==> src/rtl/fpu_half_mul.sv <==
// fpu_half_mul: pipelined binary16 multiplier with round-to-nearest-even.
// Stage A unpacks the operands, multiplies the mantissas and classifies specials.
// Stage B normalizes the product and denormalizes tiny results.
// Stage C rounds, packs and raises the exception flags.
// An operand pair captured on edge N appears on the outputs after edge N+LATENCY.
module fpu_half_mul #(
    parameter int LATENCY = 2
) (
    input  logic        wb_clk_i,
    input  logic        wb_rst_i,
    input  logic        in_valid,
    input  logic [15:0] a,
    input  logic [15:0] b,
    output logic        out_valid,
    output logic [15:0] result,
    output logic [4:0]  flags
);

    localparam logic [15:0] QNAN = 16'h7E00;

    // ---------------------------------------------------------------
    // Stage A: unpack, multiply, classify
    // ---------------------------------------------------------------
    logic              w_a_zero, w_b_zero;
    logic              w_a_inf, w_b_inf;
    logic              w_a_nan, w_b_nan;
    logic              w_a_snan, w_b_snan;
    logic [10:0]       w_a_mant, w_b_mant;
    logic signed [7:0] w_a_exp, w_b_exp;
    logic signed [7:0] w_esum;
    logic [21:0]       w_prod;
    logic              w_sign;
    logic              w_spec;
    logic [15:0]       w_spec_res;
    logic [4:0]        w_spec_flags;

    assign w_a_zero = (a[14:0] == 15'd0);
    assign w_b_zero = (b[14:0] == 15'd0);
    assign w_a_inf  = (a[14:10] == 5'h1F) && (a[9:0] == 10'd0);
    assign w_b_inf  = (b[14:10] == 5'h1F) && (b[9:0] == 10'd0);
    assign w_a_nan  = (a[14:10] == 5'h1F) && (a[9:0] != 10'd0);
    assign w_b_nan  = (b[14:10] == 5'h1F) && (b[9:0] != 10'd0);
    assign w_a_snan = w_a_nan && !a[9];
    assign w_b_snan = w_b_nan && !b[9];

    // Subnormals carry a zero hidden bit and share exponent field 1.
    assign w_a_mant = {(a[14:10] != 5'd0), a[9:0]};
    assign w_b_mant = {(b[14:10] != 5'd0), b[9:0]};
    assign w_a_exp  = (a[14:10] == 5'd0) ? 8'sd1 : $signed({3'b000, a[14:10]});
    assign w_b_exp  = (b[14:10] == 5'd0) ? 8'sd1 : $signed({3'b000, b[14:10]});
    // Unbiased exponent sum: (ea - 15) + (eb - 15).
    assign w_esum   = w_a_exp + w_b_exp - 8'sd30;
    assign w_prod   = 22'(w_a_mant) * 22'(w_b_mant);
    assign w_sign   = a[15] ^ b[15];

    // Special-case classification in priority order.
    always_comb begin
        w_spec       = 1'b0;
        w_spec_res   = 16'h0000;
        w_spec_flags = 5'b00000;
        if (w_a_snan || w_b_snan) begin
            w_spec       = 1'b1;
            w_spec_res   = QNAN;
            w_spec_flags = 5'b10000;
        end else if (w_a_nan || w_b_nan) begin
            w_spec       = 1'b1;
            w_spec_res   = QNAN;
        end else if ((w_a_zero && w_b_inf) || (w_a_inf && w_b_zero)) begin
            w_spec       = 1'b1;
            w_spec_res   = QNAN;
            w_spec_flags = 5'b10000;
        end else if (w_a_inf || w_b_inf) begin
            w_spec       = 1'b1;
            w_spec_res   = {w_sign, 15'h7C00};
        end else if (w_a_zero || w_b_zero) begin
            w_spec       = 1'b1;
            w_spec_res   = {w_sign, 15'h0000};
        end
    end

    logic [LATENCY-1:0] r_vld;
    logic               r_a_sign;
    logic [21:0]        r_a_prod;
    logic signed [7:0]  r_a_esum;
    logic               r_a_spec;
    logic [15:0]        r_a_spec_res;
    logic [4:0]         r_a_spec_flags;

    // Valid shift register; reset drops every in-flight operation.
    always_ff @(posedge wb_clk_i or posedge wb_rst_i) begin
        if (wb_rst_i) begin
            r_vld <= '0;
        end else begin
            r_vld <= {r_vld[LATENCY-2:0], in_valid};
        end
    end

    // Stage A register: product, exponent sum and special-case result.
    always_ff @(posedge wb_clk_i or posedge wb_rst_i) begin
        if (wb_rst_i) begin
            r_a_sign       <= 1'b0;
            r_a_prod       <= 22'd0;
            r_a_esum       <= 8'sd0;
            r_a_spec       <= 1'b0;
            r_a_spec_res   <= 16'h0000;
            r_a_spec_flags <= 5'b00000;
        end else if (in_valid) begin
            r_a_sign       <= w_sign;
            r_a_prod       <= w_prod;
            r_a_esum       <= w_esum;
            r_a_spec       <= w_spec;
            r_a_spec_res   <= w_spec_res;
            r_a_spec_flags <= w_spec_flags;
        end
    end

    // ---------------------------------------------------------------
    // Stage B: normalize and denormalize
    // ---------------------------------------------------------------
    logic [4:0]        w_lzc;
    logic [21:0]       w_norm;
    logic signed [7:0] w_exp_b;
    logic signed [7:0] w_sh_full;
    logic              w_tiny;
    logic [5:0]        w_sh;
    logic [45:0]       w_wide;
    logic [21:0]       w_den;
    logic              w_lost;
    logic [5:0]        w_exp_adj;

    // Leading-zero count of the 22-bit product (product is nonzero unless special).
    always_comb begin
        logic found;
        found = 1'b0;
        w_lzc = 5'd0;
        for (int i = 21; i >= 0; i--) begin
            if (!found && r_a_prod[i]) begin
                w_lzc = 5'(21 - i);
                found = 1'b1;
            end
        end
    end

    assign w_norm    = r_a_prod << w_lzc;
    // Biased exponent of the normalized value 1.f: esum + 1 - lzc + 15.
    assign w_exp_b   = r_a_esum + 8'sd16 - $signed({3'b000, w_lzc});
    assign w_tiny    = (w_exp_b < 8'sd1);
    assign w_sh_full = 8'sd1 - w_exp_b;
    // Shifts past 24 only ever feed sticky, so clamp there.
    assign w_sh      = !w_tiny              ? 6'd0 :
                       (w_sh_full > 8'sd24) ? 6'd24 : 6'(w_sh_full);
    assign w_wide    = {w_norm, 24'd0} >> w_sh;
    assign w_den     = w_wide[45:24];
    assign w_lost    = |w_wide[23:0];
    // Exponent field minus one; the hidden bit is added back during packing.
    assign w_exp_adj = w_tiny ? 6'd0 : 6'(w_exp_b - 8'sd1);

    logic        r_b_sign;
    logic [10:0] r_b_mant;
    logic        r_b_g;
    logic        r_b_r;
    logic        r_b_s;
    logic [5:0]  r_b_exp_adj;
    logic        r_b_tiny;
    logic        r_b_spec;
    logic [15:0] r_b_spec_res;
    logic [4:0]  r_b_spec_flags;

    // Stage B register: aligned mantissa with guard/round/sticky.
    always_ff @(posedge wb_clk_i or posedge wb_rst_i) begin
        if (wb_rst_i) begin
            r_b_sign       <= 1'b0;
            r_b_mant       <= 11'd0;
            r_b_g          <= 1'b0;
            r_b_r          <= 1'b0;
            r_b_s          <= 1'b0;
            r_b_exp_adj    <= 6'd0;
            r_b_tiny       <= 1'b0;
            r_b_spec       <= 1'b0;
            r_b_spec_res   <= 16'h0000;
            r_b_spec_flags <= 5'b00000;
        end else if (r_vld[0]) begin
            r_b_sign       <= r_a_sign;
            r_b_mant       <= w_den[21:11];
            r_b_g          <= w_den[10];
            r_b_r          <= w_den[9];
            r_b_s          <= (|w_den[8:0]) | w_lost;
            r_b_exp_adj    <= w_exp_adj;
            r_b_tiny       <= w_tiny;
            r_b_spec       <= r_a_spec;
            r_b_spec_res   <= r_a_spec_res;
            r_b_spec_flags <= r_a_spec_flags;
        end
    end

    // ---------------------------------------------------------------
    // Stage C: round to nearest even, pack, flags
    // ---------------------------------------------------------------
    logic        w_inc;
    logic        w_inexact;
    logic [11:0] w_m12;
    logic [15:0] w_mag;
    logic [15:0] w_res;
    logic [4:0]  w_flg;

    assign w_inc     = r_b_g & (r_b_r | r_b_s | r_b_mant[0]);
    assign w_inexact = r_b_g | r_b_r | r_b_s;
    assign w_m12     = {1'b0, r_b_mant} + {11'd0, w_inc};
    // Adding the mantissa (hidden bit included) lets a rounding carry bump the
    // exponent, and lets a subnormal that rounds up become the smallest normal.
    assign w_mag     = {r_b_exp_adj, 10'd0} + {4'd0, w_m12};

    // Final result selection: special, overflow, or the rounded value.
    always_comb begin
        w_res = {r_b_sign, w_mag[14:0]};
        w_flg = {3'b000, r_b_tiny & w_inexact, w_inexact};
        if (r_b_spec) begin
            w_res = r_b_spec_res;
            w_flg = r_b_spec_flags;
        end else if (w_mag >= 16'h7C00) begin
            w_res = {r_b_sign, 15'h7C00};
            w_flg = 5'b00101;
        end
    end

    // Output register; holds the last result while no new one arrives.
    always_ff @(posedge wb_clk_i or posedge wb_rst_i) begin
        if (wb_rst_i) begin
            out_valid <= 1'b0;
            result    <= 16'h0000;
            flags     <= 5'b00000;
        end else begin
            out_valid <= r_vld[LATENCY-1];
            if (r_vld[LATENCY-1]) begin
                result <= w_res;
                flags  <= w_flg;
            end
        end
    end

endmodule

==> config.mk <==
export PLATFORM = sky130hd
export DESIGN_NAME = fpu_half_mul
export DESIGN_NICKNAME = d
export VERILOG_FILES = /design/src/rtl/fpu_half_mul.sv
export SDC_FILE = /design/constraint.sdc
export NUM_CORES = 1
export LEC_CHECK = 0
export ABC_AREA = 1
export CAP_MARGIN = 20
export CORE_MARGIN = 2
export CORE_UTILIZATION = 60
export DETAILED_ROUTE_END_ITERATION = 16
export DONT_BUFFER_PORTS = 1
export HOLD_SLACK_MARGIN = 0.02
export PLACE_DENSITY = 0.76
export SLEW_MARGIN = 30
export SYNTH_ARGS = -nofsm -noshare
export SYNTH_HDL_FRONTEND = slang
export SYNTH_SLANG_ARGS = --single-unit
==> constraint.sdc <==
create_clock -name wb_clk_i -period 13.95 [get_ports wb_clk_i]
set_input_delay 2.79 -clock wb_clk_i [delete_from_list [all_inputs] [get_ports wb_clk_i]]
set_output_delay 2.79 -clock wb_clk_i [all_outputs]
set_load 0.005 [all_outputs]
==> reports/qor.tcl, run 1 <==
set qor(cts_tree) {done}
set qor(first_global_vias) 9732
set qor(fillers) 1715
set qor(clock_sinks) 85
set qor(multi_input_comb_area_um2) 7770
set qor(area_growth_syn_to_layout_pct) 2.68
set qor(fraction_of_the_yosys_area_taken_by_sequential_cells_pct) 18.8
set qor(dpl-instance-area_um2) 11300
set qor(die_area_um2) 20000
set qor(number_of_buffers_created_by_cts) 9
set qor(synth_nets) 1808
set qor(outcome) {completed}
set qor(report.final.hold_viol_count) 0
set qor(grt_first_pass_wirelength_um) 44200
set qor(netlist.top_cell.by_area) {sky130_fd_sc_hd__dfrtp_1}
set qor(cp_common_cell) {sky130_fd_sc_hd__inv_1}
set qor(clock_tree.htree_level_count) 3
set qor(report.final.slew_viol_count) 0
set qor(routed_antenna_nets) 0
set qor(worst_ep_arrival_time_ns) 8.30
set qor(layout.nets) 1754
set qor(cts.hold.buffers_added) 0
set qor(synth_top_cells_by_area) {sky130_fd_sc_hd__dfrtp_1 19%, sky130_fd_sc_hd__fa_1 15%, sky130_fd_sc_hd__nand2_1 13%, sky130_fd_sc_hd__ha_1 9.4%, sky130_fd_sc_hd__inv_1 8.7%}
set qor(grt_overflow_total) 0
set qor(drive_gt1_share_pct) 7.46
set qor(number_of_diodes_added_for_antenna_fixing) 0
set qor(rsz0062_at_grt) {no}
set qor(cp-end-kind) {flip-flop}
set qor(grt_max_degree) 86
set qor(postSynthAreaPerCell_um2) 7.04
set qor(drc_errors) 0
set qor(worstRegToRegCells) 41
set qor(seqCellArea_um2) 2130
set qor(place.detailed.hpwl_um) 20400
set qor(grt_usage_pct) 26.4
set qor(fp.dieW_um) 141
set qor(largest_stage_delay_on_the_critical_path_ns) 0.49
set qor(critPathLaunchType) {input port}
set qor(min_period_over_period_pct) 58.0
set qor(final_common_cell) {sky130_fd_sc_hd__nand2_1}
set qor(coreArea_um2) 18600
set qor(cts.root.buffer_cell) {sky130_fd_sc_hd__clkbuf_16}
set qor(grt_antenna_before_repair) 0
set qor(post_synth_num_cell_types) 59
set qor(relSlewSlack_pct) 49.0
set qor(avgViaCountPerCell) 5.63
set qor(gpl.final_weighted_congestion) 0.915
set qor(setup.worst_path.start) {b[10]}
set qor(postLayoutCellArea_um2) 11600
set qor(floorplan.initialDensity_pct) 60.8
set qor(crit_type) {input port to flip-flop}
set qor(fmax_mhz) 124
set qor(finalSetupViolCount) 0
set qor(clk_latency_ns) 0.34
set qor(setup.worst_path.end) {r_a_prod[21]$_DFFE_PP0P_}
set qor(synth.top_cell.area_share_pct) 18.8
set qor(synth-main-ff-cell) {sky130_fd_sc_hd__dfrtp_1}
set qor(maxCapViolations) 0
set qor(worst-r2r-setup-slack_ns) 7.20
set qor(postCtsSetupRepairBufs) 0
set qor(final_cell_mix) {396 x sky130_fd_sc_hd__nand2_1, 262 x sky130_fd_sc_hd__inv_1, 195 x sky130_fd_sc_hd__nand3_1}
set qor(ys_seq_elements) 85
set qor(synth-edff-count) 0
set qor(rows) 50
set qor(maximum_fanout_along_the_worst_path) 12
set qor(die_height_um) 141
set qor(post_cts_resized) 0
set qor(synth-async-reset-ratio_pct) 100
set qor(detail_route.iter0.violations) 629
set qor(route.detailed.wl_per_inst_um) 14.3
set qor(drt-pass1-iter-count) 5
set qor(placement.io_buffers) 0
set qor(clock_slew_at_the_register_clock_pins_of_the_worst_setup_and_hold_paths_ns) 0.06
set qor(worst-slew-pin-transition_ns) 0.765
set qor(period_minus_slack_ns) 8.09
set qor(syn_inst) 1605
set qor(cts_buffer_depth) 2
set qor(i_o_pin_total) 57
set qor(worst_path_max_delay_cell) {sky130_fd_sc_hd__fa_1}
set qor(num_vias) 10100
set qor(postRouteWirelength_um) 25600
set qor(finClkSkew_ns) 0.00940
set qor(finalSetupTns_ns) 0
set qor(yosys_warnings) 0
set qor(r2r_end) {r_b_s$_DFFE_PP0P_}
set qor(syn-cell-area_um2) 11300
set qor(holdCritPathClass) {flip-flop to flip-flop}
set qor(timing.rr.start) {r_a_prod[19]$_DFFE_PP0P_}
set qor(critPathRequiredTime_ns) 14.16
[per-stage QoR]
stage,hold WS [ns],utilization (%),std cells,worst slack (ns)
detailed placement,0.436,60.8,1774,5.51
global placement,0.434,60.8,1774,5.70
global route,0.474,62.5,1789,5.21
floorplan,0.413,-,1605,6.01
CTS,0.450,62.5,1789,5.86
finish,0.455,62.5,1789,5.86
[area by class of cell]
type                            instances  share of cell area (%)
Clock buffer                           10                    1.97
Timing Repair Buffer                    8                   0.550
Tap cell                              234                    2.52
Clock inverter                          5                   0.733
Inverter                              276                    8.94
Sequential cell                        85                    18.3
Multi-Input combinational cell       1171                    67.0
[kinds of logic (layout without fill, tap and decap cells)]
family / Yosys count / in the layout / synth area share, %
AOI/OAI and AO/OA: 168 / 168 / 8.79
xor gates and xnor gates: 27 / 27 / 2.16
adders and majority gates: 168 / 168 / 24.1
buffers and inverters: 349 / 299 / 12.4
DFF: 85 / 85 / 18.8
other: 1 / 1 / 0.0332
and+or+nand+nor: 807 / 807 / 33.7
[flip-flops by register name (all words and copies together) (netlist names), 2 cells and up]
signal	count
flags	4
r_a_spec_res	3
r_b_mant	11
r_b_exp_adj	6
r_a_esum	7
result	16
r_vld	2
r_b_spec_res	3
r_a_prod	22
[synthesized netlist by cell type (7+ instances only)]
cell type and n:
sky130_fd_sc_hd__nor4_1 8, sky130_fd_sc_hd__inv_2 10, sky130_fd_sc_hd__fa_1 83, sky130_fd_sc_hd__inv_1 263
sky130_fd_sc_hd__nand4_1 28, sky130_fd_sc_hd__o21ai_0 57, sky130_fd_sc_hd__ha_1 85, sky130_fd_sc_hd__clkbuf_1 42
sky130_fd_sc_hd__nand2_2 16, sky130_fd_sc_hd__nand3_1 195, sky130_fd_sc_hd__nor2_1 81, sky130_fd_sc_hd__buf_2 16
sky130_fd_sc_hd__nand2_1 396, sky130_fd_sc_hd__nand3_2 39, sky130_fd_sc_hd__o22ai_1 12, sky130_fd_sc_hd__xor2_1 15
sky130_fd_sc_hd__a21oi_1 42, sky130_fd_sc_hd__buf_4 8, sky130_fd_sc_hd__nor2_2 7, sky130_fd_sc_hd__nor3_1 14
sky130_fd_sc_hd__o21ai_1 13, sky130_fd_sc_hd__xnor2_1 11, sky130_fd_sc_hd__dfrtp_1 85
[how the worst min path moves through the flow]
stage / to / from / cells after the start
final: out_valid$_DFF_PP0_ / r_vld[1]$_DFF_PP0_ / 0
after global routing: out_valid$_DFF_PP0_ / r_vld[1]$_DFF_PP0_ / 0
after CTS: out_valid$_DFF_PP0_ / r_vld[1]$_DFF_PP0_ / 0
after detailed placement: out_valid$_DFF_PP0_ / r_vld[1]$_DFF_PP0_ / 0
after global placement: out_valid$_DFF_PP0_ / r_vld[1]$_DFF_PP0_ / 0
after floorplan: out_valid$_DFF_PP0_ / r_vld[1]$_DFF_PP0_ / 0
[worst max-delay path, delay by kind of cell]
| kind | cells | cell delay (ns) |
|---|---|---|
| adder cells (fa/ha/maj) | 6 | 2.62 |
| AO/OA/AOI/OAI | 9 | 1.28 |
| AND/OR/NAND/NOR | 7 | 0.93 |
| XOR/XNOR | 1 | 0.12 |
| buffers and inverters | 6 | 0.56 |
[metal layers]
layer | share of wire, % | GRT usage (%) | up-vias | routed length, µm
li1 | - | - | 5036 | -
met1 | 45 | 34.1 | 4792 | 11600
met2 | 50 | 47.0 | 200 | 12800
met3 | 2.9 | 2.94 | 43 | 751
met4 | 2.0 | 7.63 | 0 | 524
met5 | 0 | 0 | - | 0
Power of run 1 is not shown: default switching activity piles up to over one toggle a cycle in this logic, so the estimate is an artifact.
==> run 2, diff against run 1 <==
- clock period: 13.95 -> 8.31 ns (I/O delays scaled with it)
==> reports/qor.tcl, run 2 (same netlist as run 1, synthesis figures left out) <==
set qor(outcome) {completed}
set qor(period_minus_slack_ns) 6.92
set qor(detail_route.iter0.violations) 656 ;# +4.3%
set qor(fmax_mhz) 145
set qor(hp-start) {r_vld[1]$_DFF_PP0_}
set qor(routed_antenna_nets) 0 ;# unchanged
set qor(clock_slew_at_the_register_clock_pins_of_the_worst_setup_and_hold_paths_ns) 0.07 ;# about the same
set qor(gpl.final_weighted_congestion) 0.898 ;# -1.8%
set qor(multi_input_comb_area_um2) 7770 ;# unchanged
set qor(cts_tree) {done}
set qor(seqCellArea_um2) 2130 ;# unchanged
set qor(finClkSkew_ns) 0.0102 ;# +0.000777 ns
set qor(postRouteWirelength_um) 25300 ;# -1.2%
set qor(finalSetupViolCount) 0 ;# unchanged
set qor(final_common_cell) {sky130_fd_sc_hd__nand2_1}
set qor(clock_tree.htree_level_count) 3 ;# unchanged
set qor(report.final.hold_viol_count) 0 ;# unchanged
set qor(drive_gt1_share_pct) 7.59 ;# +0.13 points
set qor(finalSetupTns_ns) 0 ;# unchanged
set qor(final_cell_mix) {396 x sky130_fd_sc_hd__nand2_1, 261 x sky130_fd_sc_hd__inv_1, 195 x sky130_fd_sc_hd__nand3_1}
set qor(post_cts_resized) 0 ;# unchanged
set qor(grt_first_pass_wirelength_um) 44200 ;# about the same
set qor(critPathRequiredTime_ns) 8.51 ;# -5.65 ns
set qor(fp.dieW_um) 141 ;# unchanged
set qor(report.final.slew_viol_count) 0 ;# unchanged
set qor(rsz0062_at_grt) {no}
set qor(critPathLaunchType) {input port}
set qor(holdCritPathClass) {flip-flop to flip-flop}
set qor(rows) 50 ;# unchanged
set qor(cp-end-kind) {flip-flop}
set qor(worst_ep_arrival_time_ns) 7.12 ;# -1.18 ns
set qor(largest_register_ffs) 22 ;# unchanged
set qor(placement.io_buffers) 0 ;# unchanged
set qor(largest_registers) {r_a_prod: 22 flops, result: 16 flops, r_b_mant: 11 flops}
set qor(clk_latency_ns) 0.35 ;# about the same
set qor(coreArea_um2) 18600 ;# unchanged
set qor(postLayoutCellArea_um2) 11600 ;# -0.17%
set qor(grt_overflow_total) 0 ;# unchanged
set qor(route.detailed.wl_per_inst_um) 14.1 ;# -1.2%
set qor(area_growth_syn_to_layout_pct) 2.50
set qor(avgViaCountPerCell) 5.63 ;# about the same
set qor(topRoutingLayerUsed) {met4}
set qor(fillers) 1722 ;# +0.41%
set qor(route.layer.met1.wl_um) 11300 ;# -2.4%
set qor(drt-pass1-iter-count) 5 ;# unchanged
set qor(grt_antenna_before_repair) 0 ;# unchanged
set qor(worstRegToRegCells) 43 ;# +4.9%
set qor(timing.rr.start) {r_a_prod[19]$_DFFE_PP0P_}
set qor(maxCapViolations) 0 ;# unchanged
set qor(place.detailed.hpwl_um) 20300 ;# -0.63%
set qor(cts.root.buffer_cell) {sky130_fd_sc_hd__clkbuf_16}
set qor(drc_errors) 0 ;# unchanged
set qor(floorplan.initialDensity_pct) 60.8 ;# unchanged
set qor(relSlewSlack_pct) 50.0 ;# +0.98 points
set qor(cts_buffer_depth) 2 ;# unchanged
set qor(die_area_um2) 20000 ;# unchanged
set qor(dpl-instance-area_um2) 11300 ;# about the same
set qor(i_o_pin_total) 57 ;# unchanged
set qor(sum_of_met3_wire_segment_lengths_after_detailed_routing_um) 898 ;# +20%
set qor(cts.hold.buffers_added) 0 ;# unchanged
set qor(number_of_diodes_added_for_antenna_fixing) 0 ;# unchanged
set qor(min_period_over_period_pct) 83.3
set qor(number_of_cells_on_the_worst_hold_path) 0 ;# unchanged
set qor(maximum_fanout_along_the_worst_path) 12 ;# unchanged
set qor(grt_max_degree) 86 ;# unchanged
set qor(clock_sinks) 85 ;# unchanged
set qor(number_of_buffers_created_by_cts) 9 ;# unchanged
set qor(worst-slew-pin-transition_ns) 0.750 ;# -0.0147 ns
set qor(postCtsSetupRepairBufs) 0 ;# unchanged
set qor(grt_usage_pct) 26.3 ;# -0.097 points
set qor(largest_stage_delay_on_the_critical_path_ns) 0.49 ;# about the same
set qor(cp_common_cell) {sky130_fd_sc_hd__inv_1}
set qor(die_height_um) 141 ;# unchanged
set qor(first_global_vias) 9829 ;# +1.0%
set qor(crit_type) {input port to flip-flop}
set qor(num_vias) 10100 ;# +0.020%
set qor(wl_met2_um) 12600 ;# -1.3%
set qor(setup.worst_path.start) {b[10]}
set qor(worst_path_max_delay_cell) {sky130_fd_sc_hd__fa_1}
set qor(regMostFlops) {r_a_prod}
set qor(layout.nets) 1753 ;# -0.057%
[run 2: area by class of cell]
class                   count  share of cell area [%]
clock buffers               9                    1.94
clock inverters             7                   0.659
inverters                 276                    8.95
multi-input cells        1171                    67.1
flip-flops and latches     85                    18.4
well taps                 234                    2.53
repair buffers              7                   0.486
[run 2: through the flow]
step	instances	worst slack, ns	hold WS [ns]	util, %
6_report	1789	1.39	0.468	62.4
3_5_place_dp	1773	1.02	0.451	60.7
3_3_place_gp	1773	1.18	0.439	60.7
2_1_floorplan	1605	1.50	0.413	-
5_1_grt	1789	0.768	0.484	62.4
4_1_cts	1789	1.39	0.464	62.4
[run 2: path summary, 6_finish.rpt]
path | to | slack [ns]
max | r_a_prod[21]$_DFFE_PP0P_ | 1.39
min | out_valid$_DFF_PP0_ | 0.47
max reg2reg | r_b_s$_DFFE_PP0P_ | 1.53
min reg2reg | out_valid$_DFF_PP0_ | 0.47
max in group asynchronous | r_b_exp_adj[2]$_DFFE_PP0P_ | 6.41
min in group asynchronous | r_a_spec_flags[4]$_DFFE_PP0P_ | 1.39
[run 2: metal layers]
| metal | vias up | GRT usage, % |
|---|---|---|
| met5 | - | 0 |
| met2 | 219 | 46.4 |
| li1 | 5025 | - |
| met4 | 0 | 7.47 |
| met1 | 4780 | 34.5 |
| met3 | 49 | 2.73 |
[run 2: worst max-delay path, delay by kind of cell]
kind                     cells  cell delay [ns]
adder cells (fa/ha/maj)      6             2.59
AO/OA/AOI/OAI                9             1.23
AND/OR/NAND/NOR              7             0.95
buffers and inverters        6             0.57
XOR/XNOR                     1             0.11
Power of run 2 is left out for the same reason.
==> run 3, diff against run 2 <==
- clock period: 8.31 -> 7.2 ns (I/O delays scaled with it)
==> reports/qor.tcl, run 3 (same netlist as run 1, synthesis figures left out) <==
set qor(final_cell_mix) {395 x sky130_fd_sc_hd__nand2_1, 261 x sky130_fd_sc_hd__inv_1, 195 x sky130_fd_sc_hd__nand3_1}
set qor(fp.dieW_um) 141 ;# unchanged
set qor(i_o_pin_total) 57 ;# unchanged
set qor(cp_common_cell) {sky130_fd_sc_hd__inv_1}
set qor(grt_max_degree) 86 ;# unchanged
set qor(postCtsSetupRepairBufs) 0 ;# unchanged
set qor(number_of_buffers_created_by_cts) 9 ;# unchanged
set qor(crit_type) {input port to flip-flop}
set qor(outcome) {completed}
set qor(clock_tree.htree_level_count) 3 ;# unchanged
set qor(min_period_over_period_pct) 90.9
set qor(report.final.slew_viol_count) 0 ;# unchanged
set qor(layout.nets) 1755 ;# +0.11%
set qor(worst_ep_arrival_time_ns) 6.75 ;# -0.37 ns
set qor(worst_path_max_delay_cell) {sky130_fd_sc_hd__fa_1}
set qor(cp-end-kind) {flip-flop}
set qor(report.final.hold_viol_count) 0 ;# unchanged
set qor(detail_route.iter0.violations) 626 ;# -4.6%
set qor(largest_registers) {r_a_prod: 22 flops, result: 16 flops, r_b_mant: 11 flops}
set qor(cts.root.buffer_cell) {sky130_fd_sc_hd__clkbuf_16}
set qor(seqCellArea_um2) 2130 ;# unchanged
set qor(area_growth_syn_to_layout_pct) 2.54 ;# about the same
set qor(holdCritPathClass) {flip-flop to flip-flop}
set qor(setup.worst_path.end) {r_a_prod[21]$_DFFE_PP0P_}
set qor(route.detailed.wl_per_inst_um) 14.2 ;# +0.61%
set qor(avgViaCountPerCell) 5.65 ;# +0.41%
set qor(grt_antenna_before_repair) 0 ;# unchanged
set qor(r2r_end) {r_b_s$_DFFE_PP0P_}
set qor(relSlewSlack_pct) 49.8 ;# -0.19 points
set qor(placement.io_buffers) 0 ;# unchanged
set qor(largest_register_ffs) 22 ;# unchanged
set qor(clk_latency_ns) 0.35 ;# about the same
set qor(clock_slew_at_the_register_clock_pins_of_the_worst_setup_and_hold_paths_ns) 0.06 ;# about the same
set qor(die_area_um2) 20000 ;# unchanged
set qor(gpl.final_weighted_congestion) 0.938 ;# +4.5%
set qor(grt_usage_pct) 26.5 ;# +0.16 points
set qor(number_of_diodes_added_for_antenna_fixing) 0 ;# unchanged
set qor(postRouteWirelength_um) 25500 ;# +0.72%
set qor(clock_sinks) 85 ;# unchanged
set qor(cts_buffer_depth) 2 ;# unchanged
set qor(critPathRequiredTime_ns) 7.40 ;# -1.11 ns
set qor(pre_cts_ws_ns) 0.268 ;# -0.753 ns
set qor(finalSetupViolCount) 0 ;# unchanged
set qor(grt_overflow_total) 0 ;# unchanged
set qor(final_common_cell) {sky130_fd_sc_hd__nand2_1}
set qor(worstRegToRegCells) 44 ;# +2.3%
set qor(cts_tree) {done}
set qor(coreArea_um2) 18600 ;# unchanged
set qor(regMostFlops) {r_a_prod}
set qor(place.detailed.hpwl_um) 20600 ;# +1.3%
set qor(worst-r2r-setup-slack_ns) 0.80 ;# -0.73 ns
set qor(rows) 50 ;# unchanged
set qor(finClkSkew_ns) 0.0143 ;# +0.00410 ns
set qor(floorplan.initialDensity_pct) 60.8 ;# unchanged
set qor(grt_first_pass_wirelength_um) 44200 ;# about the same
set qor(drc_errors) 0 ;# unchanged
set qor(setup.worst_path.start) {b[10]}
set qor(num_vias) 10100 ;# +0.53%
set qor(routed_antenna_nets) 0 ;# unchanged
set qor(period_minus_slack_ns) 6.55
set qor(timing.rr.start) {r_a_prod[21]$_DFFE_PP0P_}
set qor(fillers) 1686 ;# -2.1%
set qor(critPathLaunchType) {input port}
set qor(first_global_vias) 9708 ;# -1.2%
set qor(die_height_um) 141 ;# unchanged
set qor(maxCapViolations) 0 ;# unchanged
set qor(drt-pass1-iter-count) 5 ;# unchanged
set qor(rsz0062_at_grt) {no}
set qor(hp-start) {r_vld[1]$_DFF_PP0_}
set qor(fmax_mhz) 153
set qor(finalSetupTns_ns) 0 ;# unchanged
set qor(multi_input_comb_area_um2) 7770 ;# about the same
set qor(drive_gt1_share_pct) 7.77 ;# +0.18 points
set qor(worst_slack_ns) 0.653 ;# -0.738 ns
set qor(largest_stage_delay_on_the_critical_path_ns) 0.49 ;# about the same
set qor(maximum_fanout_along_the_worst_path) 4 ;# -8
set qor(worst-slew-pin-transition_ns) 0.753 ;# +0.00281 ns
## run 3: cell types whose count changed in the layout (fill, tap and decap cells not counted), sizes merged
| cell | before | now |
|---|---|---|
| buf | 7 | 9 |
| clkbuf | 9 | 10 |
| inv | 276 | 273 |
| clkinvlp | 0 | 2 |
## run 3: worst min-delay path by stage
stage | endpoint | slack [ns] | cells after the start
floorplan | out_valid$_DFF_PP0_ | 0.41 | 0
global placement | out_valid$_DFF_PP0_ | 0.45 | 0
detailed placement | out_valid$_DFF_PP0_ | 0.45 | 0
CTS | out_valid$_DFF_PP0_ | 0.45 | 0
global route | out_valid$_DFF_PP0_ | 0.48 | 0
finish | out_valid$_DFF_PP0_ | 0.45 | 0
## run 3: area by class of cell
| class | count | share of cell area, % |
|---|---|---|
| timing repair buffer | 9 | 0.615 |
| clock buffer | 10 | 2.06 |
| tap | 234 | 2.53 |
| clock inverter | 6 | 0.399 |
| inverter | 276 | 8.97 |
| multi-input combinational | 1171 | 67.1 |
| sequential | 85 | 18.4 |
## run 3: stage by stage
stage	instance area, µm²	utilization [%]	std cells	hold slack, ns
CTS	11600	62.4	1791	0.454
finish	11600	62.4	1791	0.452
global route	11600	62.4	1791	0.483
detailed placement	11300	60.8	1775	0.447
floorplan	11300	-	1605	0.413
global placement	11300	60.8	1775	0.452
## run 3: repair_timing
item                                    CTS  global route
hold buffers                              0             0
resized for setup                         0             3
endpoints found under the setup margin    0             1
## run 3: routing by layer
layer	up-vias	global-route usage (%)	wire, µm
li1	5043	-	-
met1	4806	34.8	11400
met2	236	46.3	12600
met3	41	3.48	1050
met4	0	6.95	522
met5	-	0	0
## run 3: critical path: cells and delay by family
family / cells / cell delay [ns]
compound gates: 9 / 1.24
xor+xnor: 1 / 0.12
fa+ha+maj: 6 / 2.61
buf+inv: 6 / 0.46
simple gates: 7 / 0.88
Power of run 3 is left out for the same reason.
